--- config.mk ---
export PLATFORM = sky130hd
export DESIGN_NAME = stepper_move_sequencer
export DESIGN_NICKNAME = d
export VERILOG_FILES = /design/src/rtl/stepper_move_sequencer.sv
export SDC_FILE = /design/constraint.sdc
export NUM_CORES = 1
export LEC_CHECK = 0
export CORE_MARGIN = 3
export CORE_UTILIZATION = 52
export CTS_CLUSTER_SIZE = 28
export DETAILED_ROUTE_END_ITERATION = 10
export GPL_TIMING_DRIVEN = 0
export PLACE_DENSITY = 0.8
export SLEW_MARGIN = 20
export SYNTH_ARGS = -nofsm -noshare
export SYNTH_HDL_FRONTEND = slang
export SYNTH_SLANG_ARGS = --single-unit
--- constraint.sdc ---
create_clock -name clk -period 4.9 [get_ports clk]
set_clock_uncertainty 0.1 [all_clocks]
set_input_delay 0.98 -clock clk [delete_from_list [all_inputs] [get_ports clk]]
set_output_delay 0.98 -clock clk [all_outputs]
set_load 0.01 [all_outputs]
--- src/rtl/stepper_move_sequencer.sv ---
`default_nettype none
// ============================================================================
// Module   : stepper_move_sequencer
// Brief    : Two-axis step/dir pulse sequencer serving a move request; the
//            MOTOR_CLAMP_EN macro saturates each |steps| to MAX_STEPS.
// Revision : 1.0 - initial release
// ============================================================================
module stepper_move_sequencer #(
  parameter int HALF_PERIOD = 50000,
  parameter int DIR_SETUP   = 100,
  parameter int MAX_STEPS   = 400
) (
  input  logic        clk,
  input  logic        reset,
  input  logic        motor_driver,
  input  logic [15:0] x_steps,
  input  logic [15:0] y_steps,
  output logic        x_step,
  output logic        x_dir,
  output logic        y_step,
  output logic        y_dir,
  output logic        motor_ready,
  output logic        busy
);

`ifdef MOTOR_CLAMP_EN
  localparam bit CLAMP_EN = 1'b1;
`else
  localparam bit CLAMP_EN = 1'b0;
`endif

  localparam int TMAX = (HALF_PERIOD > DIR_SETUP) ? HALF_PERIOD : DIR_SETUP;
  localparam int TW   = (TMAX > 1) ? $clog2(TMAX + 1) : 1;
  localparam logic [TW-1:0] HP_LOAD = TW'(HALF_PERIOD - 1);
  localparam logic [TW-1:0] DS_LOAD = TW'(DIR_SETUP - 1);
  localparam logic [15:0]   CLAMP_V = 16'(MAX_STEPS);

  typedef enum logic [2:0] {
    S_IDLE  = 3'd0,
    S_LOAD  = 3'd1,
    S_SETUP = 3'd2,
    S_HIGH  = 3'd3,
    S_LOW   = 3'd4,
    S_DONE  = 3'd5
  } state_t;

  state_t        state_q;
  logic [TW-1:0] timer_q;
  logic [15:0]   x_cnt_q, y_cnt_q;
  logic          x_step_q, y_step_q, x_dir_q, y_dir_q, ready_q, busy_q;

  logic [15:0]   x_mag_d, y_mag_d, x_dec_d, y_dec_d;
  logic          timer_done_d;

  // Two's-complement magnitude; -32768 maps to 32768 in the unsigned result.
  function automatic logic [15:0] magnitude(input logic [15:0] v);
    logic [15:0] m;
    m = v[15] ? (~v + 16'd1) : v;
    if (CLAMP_EN && (m > CLAMP_V)) m = CLAMP_V;
    return m;
  endfunction

  always_comb begin
    x_mag_d      = magnitude(x_steps);
    y_mag_d      = magnitude(y_steps);
    x_dec_d      = (x_cnt_q != 16'd0) ? (x_cnt_q - 16'd1) : 16'd0;
    y_dec_d      = (y_cnt_q != 16'd0) ? (y_cnt_q - 16'd1) : 16'd0;
    timer_done_d = (timer_q == '0);
  end

  // Outputs are registered alongside each state transition so they change
  // exactly on state entry.
  always_ff @(posedge clk) begin
    if (reset) begin
      state_q  <= S_IDLE;
      timer_q  <= '0;
      x_cnt_q  <= 16'd0;
      y_cnt_q  <= 16'd0;
      x_step_q <= 1'b0;
      y_step_q <= 1'b0;
      x_dir_q  <= 1'b0;
      y_dir_q  <= 1'b0;
      ready_q  <= 1'b0;
      busy_q   <= 1'b0;
    end else begin
      case (state_q)
        S_IDLE: begin
          if (motor_driver) begin
            state_q <= S_LOAD;
            busy_q  <= 1'b1;
          end
        end
        S_LOAD: begin
          x_cnt_q <= x_mag_d;
          y_cnt_q <= y_mag_d;
          x_dir_q <= x_steps[15];
          y_dir_q <= y_steps[15];
          if ((x_mag_d == 16'd0) && (y_mag_d == 16'd0)) begin
            state_q <= S_DONE;
            busy_q  <= 1'b0;
            ready_q <= 1'b1;
          end else begin
            state_q <= S_SETUP;
            timer_q <= DS_LOAD;
          end
        end
        S_SETUP: begin
          if (timer_done_d) begin
            state_q  <= S_HIGH;
            timer_q  <= HP_LOAD;
            x_step_q <= (x_cnt_q != 16'd0);
            y_step_q <= (y_cnt_q != 16'd0);
          end else begin
            timer_q <= timer_q - TW'(1);
          end
        end
        S_HIGH: begin
          if (timer_done_d) begin
            state_q  <= S_LOW;
            timer_q  <= HP_LOAD;
            x_step_q <= 1'b0;
            y_step_q <= 1'b0;
          end else begin
            timer_q <= timer_q - TW'(1);
          end
        end
        S_LOW: begin
          if (timer_done_d) begin
            x_cnt_q <= x_dec_d;
            y_cnt_q <= y_dec_d;
            if ((x_dec_d == 16'd0) && (y_dec_d == 16'd0)) begin
              state_q <= S_DONE;
              busy_q  <= 1'b0;
              ready_q <= 1'b1;
            end else begin
              state_q  <= S_HIGH;
              timer_q  <= HP_LOAD;
              x_step_q <= (x_dec_d != 16'd0);
              y_step_q <= (y_dec_d != 16'd0);
            end
          end else begin
            timer_q <= timer_q - TW'(1);
          end
        end
        S_DONE: begin
          if (!motor_driver) begin
            state_q <= S_IDLE;
            ready_q <= 1'b0;
          end
        end
        default: begin
          state_q  <= S_IDLE;
          x_step_q <= 1'b0;
          y_step_q <= 1'b0;
          ready_q  <= 1'b0;
          busy_q   <= 1'b0;
        end
      endcase
    end
  end

  assign x_step      = x_step_q;
  assign y_step      = y_step_q;
  assign x_dir       = x_dir_q;
  assign y_dir       = y_dir_q;
  assign motor_ready = ready_q;
  assign busy        = busy_q;

endmodule
`default_nettype wire

== Word-level counts from Yosys, hierarchy flattened ==
Cells that the tools add are included.

* Add/sub/neg operators: 5
* Equality and inequality tests: 15
* Muxes and demuxes: 40
* Bitwise gates (word level): 5
* Reductions and logical operators: 24

{| class="wikitable"
|+ Operators by type and width
! operator !! count
|-
| two-way mux 16 bit || 10
|-
| zero test 16 bit || 5
|-
| one-hot mux 16 bit (2 select lines) || 2
|-
| nonzero test 16 bit || 4
|-
| one-hot mux 16 bit (3 select lines) || 1
|-
| subtractor 16 x 1 -> 16 bit, second input constant || 3
|-
| adder 16 x 1 -> 16 bit, second input constant || 2
|-
| NOT 16 bit || 2
|-
| two-way mux 3 bit || 7
|-
| AND reduction 5 bit || 4
|-
| inequality test 2 bit, second input constant || 9
|-
| one-hot mux 3 bit (6 select lines) || 1
|-
| one-hot mux 1 bit (4 select lines) || 4
|-
| two-way mux 1 bit || 15
|-
| OR reduction 3 bit || 3
|-
| == test 3 x 2 -> 1 bit, second input constant || 2
|-
| == test 3 bit, second input constant || 2
|-
| == test 3 x 1 -> 1 bit, second input constant || 1
|-
| zero test 3 bit || 1
|-
| inequality test 3 bit, second input constant || 1
|-
| NOT 1 bit || 3
|-
| AND reduction 3 bit || 1
|-
| nonzero test 3 bit || 1
|-
| logical AND 1 bit || 2
|-
| other kinds (3) || 3
|}

* Register bits after elaboration: 57
* Bits of input ports: 35
* Output and inout bits: 6
* Logic and storage cells: 99

== Logic depth before layout (Yosys ltp) ==
Gate-level depths: netlist of run 1.

* Depth after elaboration: 7
* Gate-level depth with buffers: 12
* Gate-level depth less buffers: 11

== Worst setup path before layout of run 1 ==
OpenSTA, ideal clock, no wires.

* Kind: input port to flip-flop
* Start: in x_steps[7]
* End: reg timer_q[6]
* Setup time: 0.119 ns
* Arrival: 3.575 ns
* Data required time: 4.681 ns
* Setup slack: 1.107 ns
* Stages on the path: 11
* Cell sequence: clkbuf_1 -> or4_1 -> or4_4 -> or3b_1 -> a21oi_1 -> o2111ai_1 -> nor3_4 -> a211o_1 -> buf_6 -> a22oi_1 -> o221a_1

* Word-level cells in the longest chain between the ends: 7

{| class="wikitable"
|+ RTL lines
! what !! RTL line !! source
|-
| from (decl) || 16 || <nowiki>input logic [15:0] x_steps,</nowiki>
|-
| NOT 16 bit || 58 || <nowiki>m = v[15] ? (~v + 16'd1) : v;</nowiki>
|-
| adder 16 x 1 -> 16 bit || 58 ||
|-
| two-way mux 16 bit * || 58 ||
|-
| zero test 16 bit * || 98 || <nowiki>if ((x_mag_d == 16'd0) && (y_mag_d == 16'd0)) begin</nowiki>
|-
| logical AND 1 bit * || 98 ||
|-
| inequality test 2 bit (no line) * || -- ||
|-
| AND reduction 3 bit (no line) * || -- ||
|-
| to (signal assigned) || 114 || <nowiki>timer_q <= timer_q - TW'(1);</nowiki>
|-
| to (signal assigned) || 124 || <nowiki>timer_q <= timer_q - TW'(1);</nowiki>
|-
| to (signal assigned) || 142 || <nowiki>timer_q <= timer_q - TW'(1);</nowiki>
|-
| to (decl) || 48 || <nowiki>logic [TW-1:0] timer_q;</nowiki>
|}

Mark *: on every way between the ends. The rest lies on a longest branch, timed or not.
A chain may end at the register's enable or synchronous reset.

== Worst setup path after layout of run 1 ==
* Start: in x_steps[4]
* End: reg timer_q[1]

Same word-level chain as after synthesis.

==> flow_metrics.tcl, run 1 <==
set metrics [dict create \
    cpPeakStageDelay_ns 0.78 \
    start_util_pct 53.88 \
    synth_top_family_by_area "simple AND/OR/NAND/NOR gates" \
    synth_xor_area_share_pct 5.750 \
    clkTransAtPathRegs_ns 0.06 \
    hold_path.class "reg2reg" \
    final_hold_viol_count 0 \
    vdd_drop_max_mv 0.2351 \
    drtPass1Iterations 8 \
    io_pins 41 \
    grt_setup_unrepaired "no" \
    postSynthAreaPerCell_um2 7.144 \
    crit_type "in2reg" \
    drtIter0Drc 619 \
    arrival_ns 4.49 \
    grt.total_usage_pct 29.00 \
    antenna_found_initial 0 \
    grt.overflow.total 0 \
    drive_above_1_share_pct 5.907 \
    max_freq_ghz 0.2296 \
    post_drt_wl_per_cell_um 17.95 \
    grt_pass1_wl_mm 24.19 \
    htree_num_levels 3 \
    crit_family "simple AND/OR/NAND/NOR gates" \
    cts_tree "built" \
    synth_compound_area_share_pct 30.15 \
    postSynth.topFlopCell "dfxtp_1" \
    status "finished, final reports clean" \
    cts_buffers 9 \
    synth_cells 661 \
    synth.yosys.seq_area_share_pct 24.17 \
    slew_headroom_pct 28.04 \
    ys.warnings.count 0 \
    synthMuxAreaShare_pct 1.722 \
    fin_nets 748 \
    vias_per_cell 6.670 \
    async_flop_share_pct 0 \
    power.density_nw_per_um2 596.6 \
    cp_max_fo 9 \
    gp_congestion 0.9965 \
    core_area_um2 8763 \
    diodes 0 \
    root_buffer "clkbuf_8" \
    critPathCaptureType "flop" \
    ys_ff_latch 57 \
    fin_tns_setup_ns 0 \
    syn-cell-area_um2 4722 \
    finalCriticalPeriod_ns 4.356 \
    die_h_um 101.3 \
    ys_types 73 \
    die_area_um2 10260 \
    worst_path_most_repeated_cell "nand4_1" \
    syn_nets 702 \
    critPathSlowestCell "nor4_1" \
    synthSimpleGateAreaFrac_pct 31.69 \
    start_kind "input pin" \
    p_leak_nw 1.949 \
    worst_pin_slew_ns 1.064 \
    crit_buf_inv 1 \
    clockBufferDepth 2 \
    routed_wl_mm 14.70 \
    num_vias 5463 \
    dp_hpwl_mm 10.60 \
    cp.required_ns 5.03 \
    area_delta_synth_final_pct 14.94 \
    fp-row-count 34 \
    cts_hold_repair.buffers 0 \
    grt_pass1_vias 5056 \
    grt_max_degree 11 \
    synth_edf_count 0 \
    post-route-period-util_pct 88.90 \
    clk_latency_ns 0.35 \
    die_w_um 101.3 \
    final_antenna_net_count 0 \
    cts_setup_buffers 0 \
    drv_slew 0 \
    final_cell_area_um2 5428 \
    synthAdderAreaFrac_pct 1.590 \
    cts.sinks 57 \
    setup_violations 0 \
    drc 0 \
    place_area_um2 5207 \
    maxCapViolCount 0 \
    crit_chain "clkdlybuf4s50_1 -> nor4_1 -> nand4_1 -> or4_1 -> and4_1 -> nand4_1 -> nor3_4 -> a211oi_1 -> nor2_4 -> o311a_1" \
    cts.repair.resized 0 \
    port_buffers 35 \
]
## report_power, final
part	internal, mW	switching (mW)	leakage (nW)
clock network	0.287	0.201	0.112
logic	0.733	1.25	1.37
registers	0.604	0.162	0.466
total	1.62	1.61	1.95
## state kept, by name (all words and copies together) (netlist names), 3 cells and up
signal	count
timer_q	16
y_cnt_q	16
x_cnt_q	16
state_q	3
## per-layer routing
| layer | track usage, % | up-vias | share of wire [%] |
|---|---|---|---|
| li1 | - | 2574 | - |
| met1 | 37.29 | 2527 | 41 |
| met2 | 47.33 | 306 | 46 |
| met3 | 5.785 | 56 | 9.5 |
| met4 | 12.17 | 0 | 3.3 |
| met5 | 0 | - | 0 |
## worst min-delay path, delay by kind of cell (launching register included)
kind            cells  cell delay (ns)
compound gates      1             0.05
simple gates        1             0.05
flops               1             0.31
## path summary, 6_finish.rpt
check,from,to,slack [ns],cells after the start
setup / recovery,x_steps[4],timer_q[1],0.54,10
hold / removal,x_step,x_step,0.37,2
setup reg to reg,y_cnt_q[0],timer_q[6],0.94,12
hold reg to reg,x_step,x_step,0.37,2
## through the flow
| step | setup slack (ns) | power (mW) | instances | hold WS, ns | utilization [%] |
|---|---|---|---|---|---|
| 2_1_floorplan | 1.107 | 2.200 | 661 | 0.3491 | - |
| 3_3_place_gp | 0.2452 | 2.611 | 804 | 0.3526 | 59.42 |
| 3_5_place_dp | 0.2259 | 2.675 | 804 | 0.3613 | 59.42 |
| 4_1_cts | 0.5750 | 3.177 | 819 | 0.3735 | 61.86 |
| 5_1_grt | 0.1896 | 3.495 | 819 | 0.3996 | 61.94 |
| 6_report | 0.5441 | 3.238 | 819 | 0.3661 | 61.94 |
## cell type report
class                      instances  area, um2
timing repair buffer              35      350.3
sequential                        57       1141
tap                              108      135.1
fill                             804       3336
clock buffer                      13      178.9
inverter                          20      75.07
multi-input combinational        544       3354
buffer                            40      157.7
clock inverter                     2      35.03
## cell usage in the layout (no fill, tap or decap), types with 5 or more instances in the layout
| cell | n |
|---|---|
| mux2i_1 | 7 |
| a21oi_1 | 53 |
| xnor2_1 | 15 |
| o221a_1 | 7 |
| a22oi_1 | 14 |
| nor4_1 | 13 |
| nor4b_1 | 6 |
| or4_1 | 8 |
| o211ai_1 | 5 |
| nand2_1 | 59 |
| o21a_1 | 5 |
| clkbuf_8 | 13 |
| nor2_1 | 88 |
| a211oi_1 | 12 |
| or3_1 | 13 |
| clkbuf_1 | 38 |
| nand2b_1 | 8 |
| o21ai_0 | 44 |
| o32ai_1 | 7 |
| nand4_1 | 7 |
| ha_1 | 6 |
| inv_1 | 19 |
| a31oi_1 | 10 |
| nor3_1 | 36 |
| nand3_1 | 16 |
| o22ai_1 | 6 |
| dfxtp_1 | 57 |
| clkdlybuf4s50_1 | 35 |
| o31ai_1 | 9 |
| xor2_1 | 16 |
## kinds of logic (layout without fill, tap and decap cells)
group           Yosys count  count (layout)
xor+xnor                 31              31
compound gates          209             209
buf+inv                  60             110
fa+ha+maj                 6               6
mux                       8               8
flops                    57              57
simple gates            290             290
## synth_stat cells, types with 2 or more instances
master,n,area [um2]
nor2_1,88,330.3
o211ai_1,5,37.54
o221a_1,7,78.83
xor2_1,16,140.1
o21bai_1,2,15.01
nand2b_1,8,50.05
or4_1,8,60.06
a22oi_1,14,105.1
ha_1,6,75.07
or2_2,4,25.02
or3b_1,2,17.52
a211oi_1,12,90.09
a22o_1,3,26.28
or4b_2,2,20.02
nand4_1,7,43.79
nand4b_1,2,17.52
o21a_1,5,37.54
nor4_1,14,87.58
and2_1,3,18.77
o31a_1,2,17.52
o41ai_1,3,26.28
o221ai_1,4,35.03
or4_4,2,22.52
or3_1,13,81.33
a31oi_1,10,62.56
nor4b_1,6,52.55
nor3_1,36,180.2
a311oi_2,4,60.06
a31o_2,3,26.28
clkbuf_1,38,142.6
nand3_1,16,80.08
o22ai_1,6,37.54
o31ai_1,9,67.56
and3_1,4,25.02
o32ai_1,7,61.31
mux2i_1,7,70.07
nor3b_1,3,22.52
dfxtp_1,57,1141
o21ai_0,44,220.2
a21oi_1,53,265.3
inv_1,19,71.32
xnor2_1,15,131.4
nor2b_1,4,25.02
nand2_1,59,221.5
(Power assumes the default switching activity.)
==> run 2, diff against run 1 <==
--- a/config.mk
+++ b/config.mk
@@ -11,7 +11,7 @@
 export DETAILED_ROUTE_END_ITERATION = 10
 export GPL_TIMING_DRIVEN = 0
 export PLACE_DENSITY = 0.8
-export SLEW_MARGIN = 20
+export SKIP_LAST_GASP = 1
 export SYNTH_ARGS = -nofsm -noshare
 export SYNTH_HDL_FRONTEND = slang
 export SYNTH_SLANG_ARGS = --single-unit
==> flow_metrics.tcl, run 2 (synthesized netlist as in run 1, its figures left out) <==
set metrics [dict create \
    status "finished, final reports clean" \
    power.density_nw_per_um2 597.0 \
    die_w_um 101.3 \
    drv_slew 0 \
    routed-wl-met2_mm 6.824 \
    p_leak_nw 1.948 \
    arrival_ns 4.50 \
    cts.repair.resized 0 \
    p_int_mw 1.621 \
    dp.cells 804 \
    grt_max_degree 11 \
    largest_registers "timer_q x16, x_cnt_q x16, y_cnt_q x16" \
    worst_pin_slew_ns 1.104 \
    p_clk_share_pct 15.1 \
    htree_num_levels 3 \
    area_delta_synth_final_pct 14.81 \
    drive_above_1_share_pct 5.767 \
    slew_headroom_pct 25.74 \
    dp_hpwl_mm 10.60 \
    timing.rr.start "y_cnt_q[0]" \
    final_common_cell "nor2_1" \
    hold_path_depth 2 \
    antenna_found_initial 0 \
    cts_buffers 9 \
    wl_met1_mm 6.150 \
    post-route-period-util_pct 89.13 \
    port_buffers 35 \
    clkTransAtPathRegs_ns 0.06 \
    cp.required_ns 5.03 \
    worst_r2r_path_depth 12 \
    finalCriticalPeriod_ns 4.367 \
    drtIter0Drc 630 \
    diodes 0 \
    grt_setup_unrepaired "no" \
    grt.overflow.total 0 \
    num_vias 5479 \
    clk_latency_ns 0.35 \
    start_kind "input pin" \
    grt_pass1_vias 5056 \
    vdd_drop_max_mv 0.2359 \
    vias_per_cell 6.690 \
    mostFrequentLayoutCells "nor2_1, nand2_1, dfxtp_1" \
    crit_type "in2reg" \
    cp_max_fo 9 \
    rr_endpoint "timer_q[6]" \
    final_antenna_net_count 0 \
    grt_pass1_wl_mm 24.19 \
    die_h_um 101.3 \
    cts_hold_repair.buffers 0 \
    fin_cells 819 \
    wl_met3_mm 1.281 \
    drc 0 \
    root_buffer "clkbuf_8" \
    swShare_pct 49.92 \
    highest_layer "met4" \
    core_area_um2 8763 \
    gp_congestion 0.9965 \
    power_frac_seq_pct 23.6 \
    drtPass1Iterations 5 \
    start_util_pct 53.88 \
    fin_nets 748 \
    routed_wl_mm 14.74 \
    fp-row-count 34 \
    grt.total_usage_pct 29.00 \
    cts.sinks 57 \
    combPwrFrac_pct 61.3 \
    hold_path.class "reg2reg" \
    final_hold_viol_count 0 \
    hp-start "x_step" \
    post_drt_wl_per_cell_um 18.00 \
    fin_tns_setup_ns 0 \
    min_to "x_step" \
    power.switching_mw 1.616 \
    cts_tree "built" \
    critPathCaptureType "flop" \
    r2r_slack_ns 0.87 \
    clockBufferDepth 2 \
    setup_violations 0 \
    maxCapViolCount 0 \
    die_area_um2 10260 \
    max_freq_ghz 0.2290 \
    cts_setup_buffers 0 \
    io_pins 41 \
]
## run 2: cell counts in the layout (fill, tap and decap cells not counted)
No cell type changed its count.
## run 2: layer usage
layer | up-vias | GRT usage, %
met5 | - | 0
met4 | 0 | 12.17
met1 | 2532 | 37.29
met3 | 57 | 5.785
met2 | 316 | 47.33
li1 | 2574 | -
## run 2: final cells by class
class | instances | area, um2
multi-input combinational | 544 | 3348
fill | 806 | 3342
sequential | 57 | 1141
timing repair buffer | 35 | 350.3
clock buffer | 13 | 178.9
buffer | 40 | 157.7
tap | 108 | 135.1
inverter | 20 | 75.07
clock inverter | 2 | 35.03
## run 2: worst max-delay path by stage
stage / start / slack, ns / end
6_report: x_steps[4] / 0.53 / timer_q[1]
5_1_grt: x_steps[4] / 0.19 / timer_q[1]
3_5_place_dp: x_steps[4] / 0.23 / timer_q[1]
4_1_cts: x_steps[4] / 0.58 / timer_q[1]
3_3_place_gp: x_steps[4] / 0.25 / timer_q[1]
2_1_floorplan: x_steps[7] / 1.11 / timer_q[6]
## run 2: worst max-delay path, cell delays in order
cell             delay, ns
clkdlybuf4s50_1       0.52
nor4_1                0.78
nand4_1               0.23
or4_1                 0.53
and4_1                0.25
nand4_1               0.13
nor3_4                0.09
a211oi_1              0.49
nor2_4                0.14
o311a_1               0.35
## run 2: metrics by stage
step           utilization [%]  worst slack, ns  power [mW]  hold WS, ns  cell area [um2]
3_5_place_dp             59.42           0.2259       2.675       0.3613             5207
2_1_floorplan                -            1.107       2.200       0.3491             4722
3_3_place_gp             59.42           0.2452       2.611       0.3526             5207
4_1_cts                  61.86           0.5750       3.177       0.3735             5421
6_report                 61.86           0.5328       3.236       0.3669             5421
5_1_grt                  61.86           0.1896       3.490       0.3953             5421
## run 2: power by group through the flow
stage	Clock, mW	Combinational (mW)	Sequential (mW)
finish	0.488	1.98	0.765
global route	0.508	2.20	0.786
CTS	0.487	1.93	0.757
detailed placement	0	1.91	0.764
global placement	0	1.85	0.759
floorplan	0	1.47	0.729
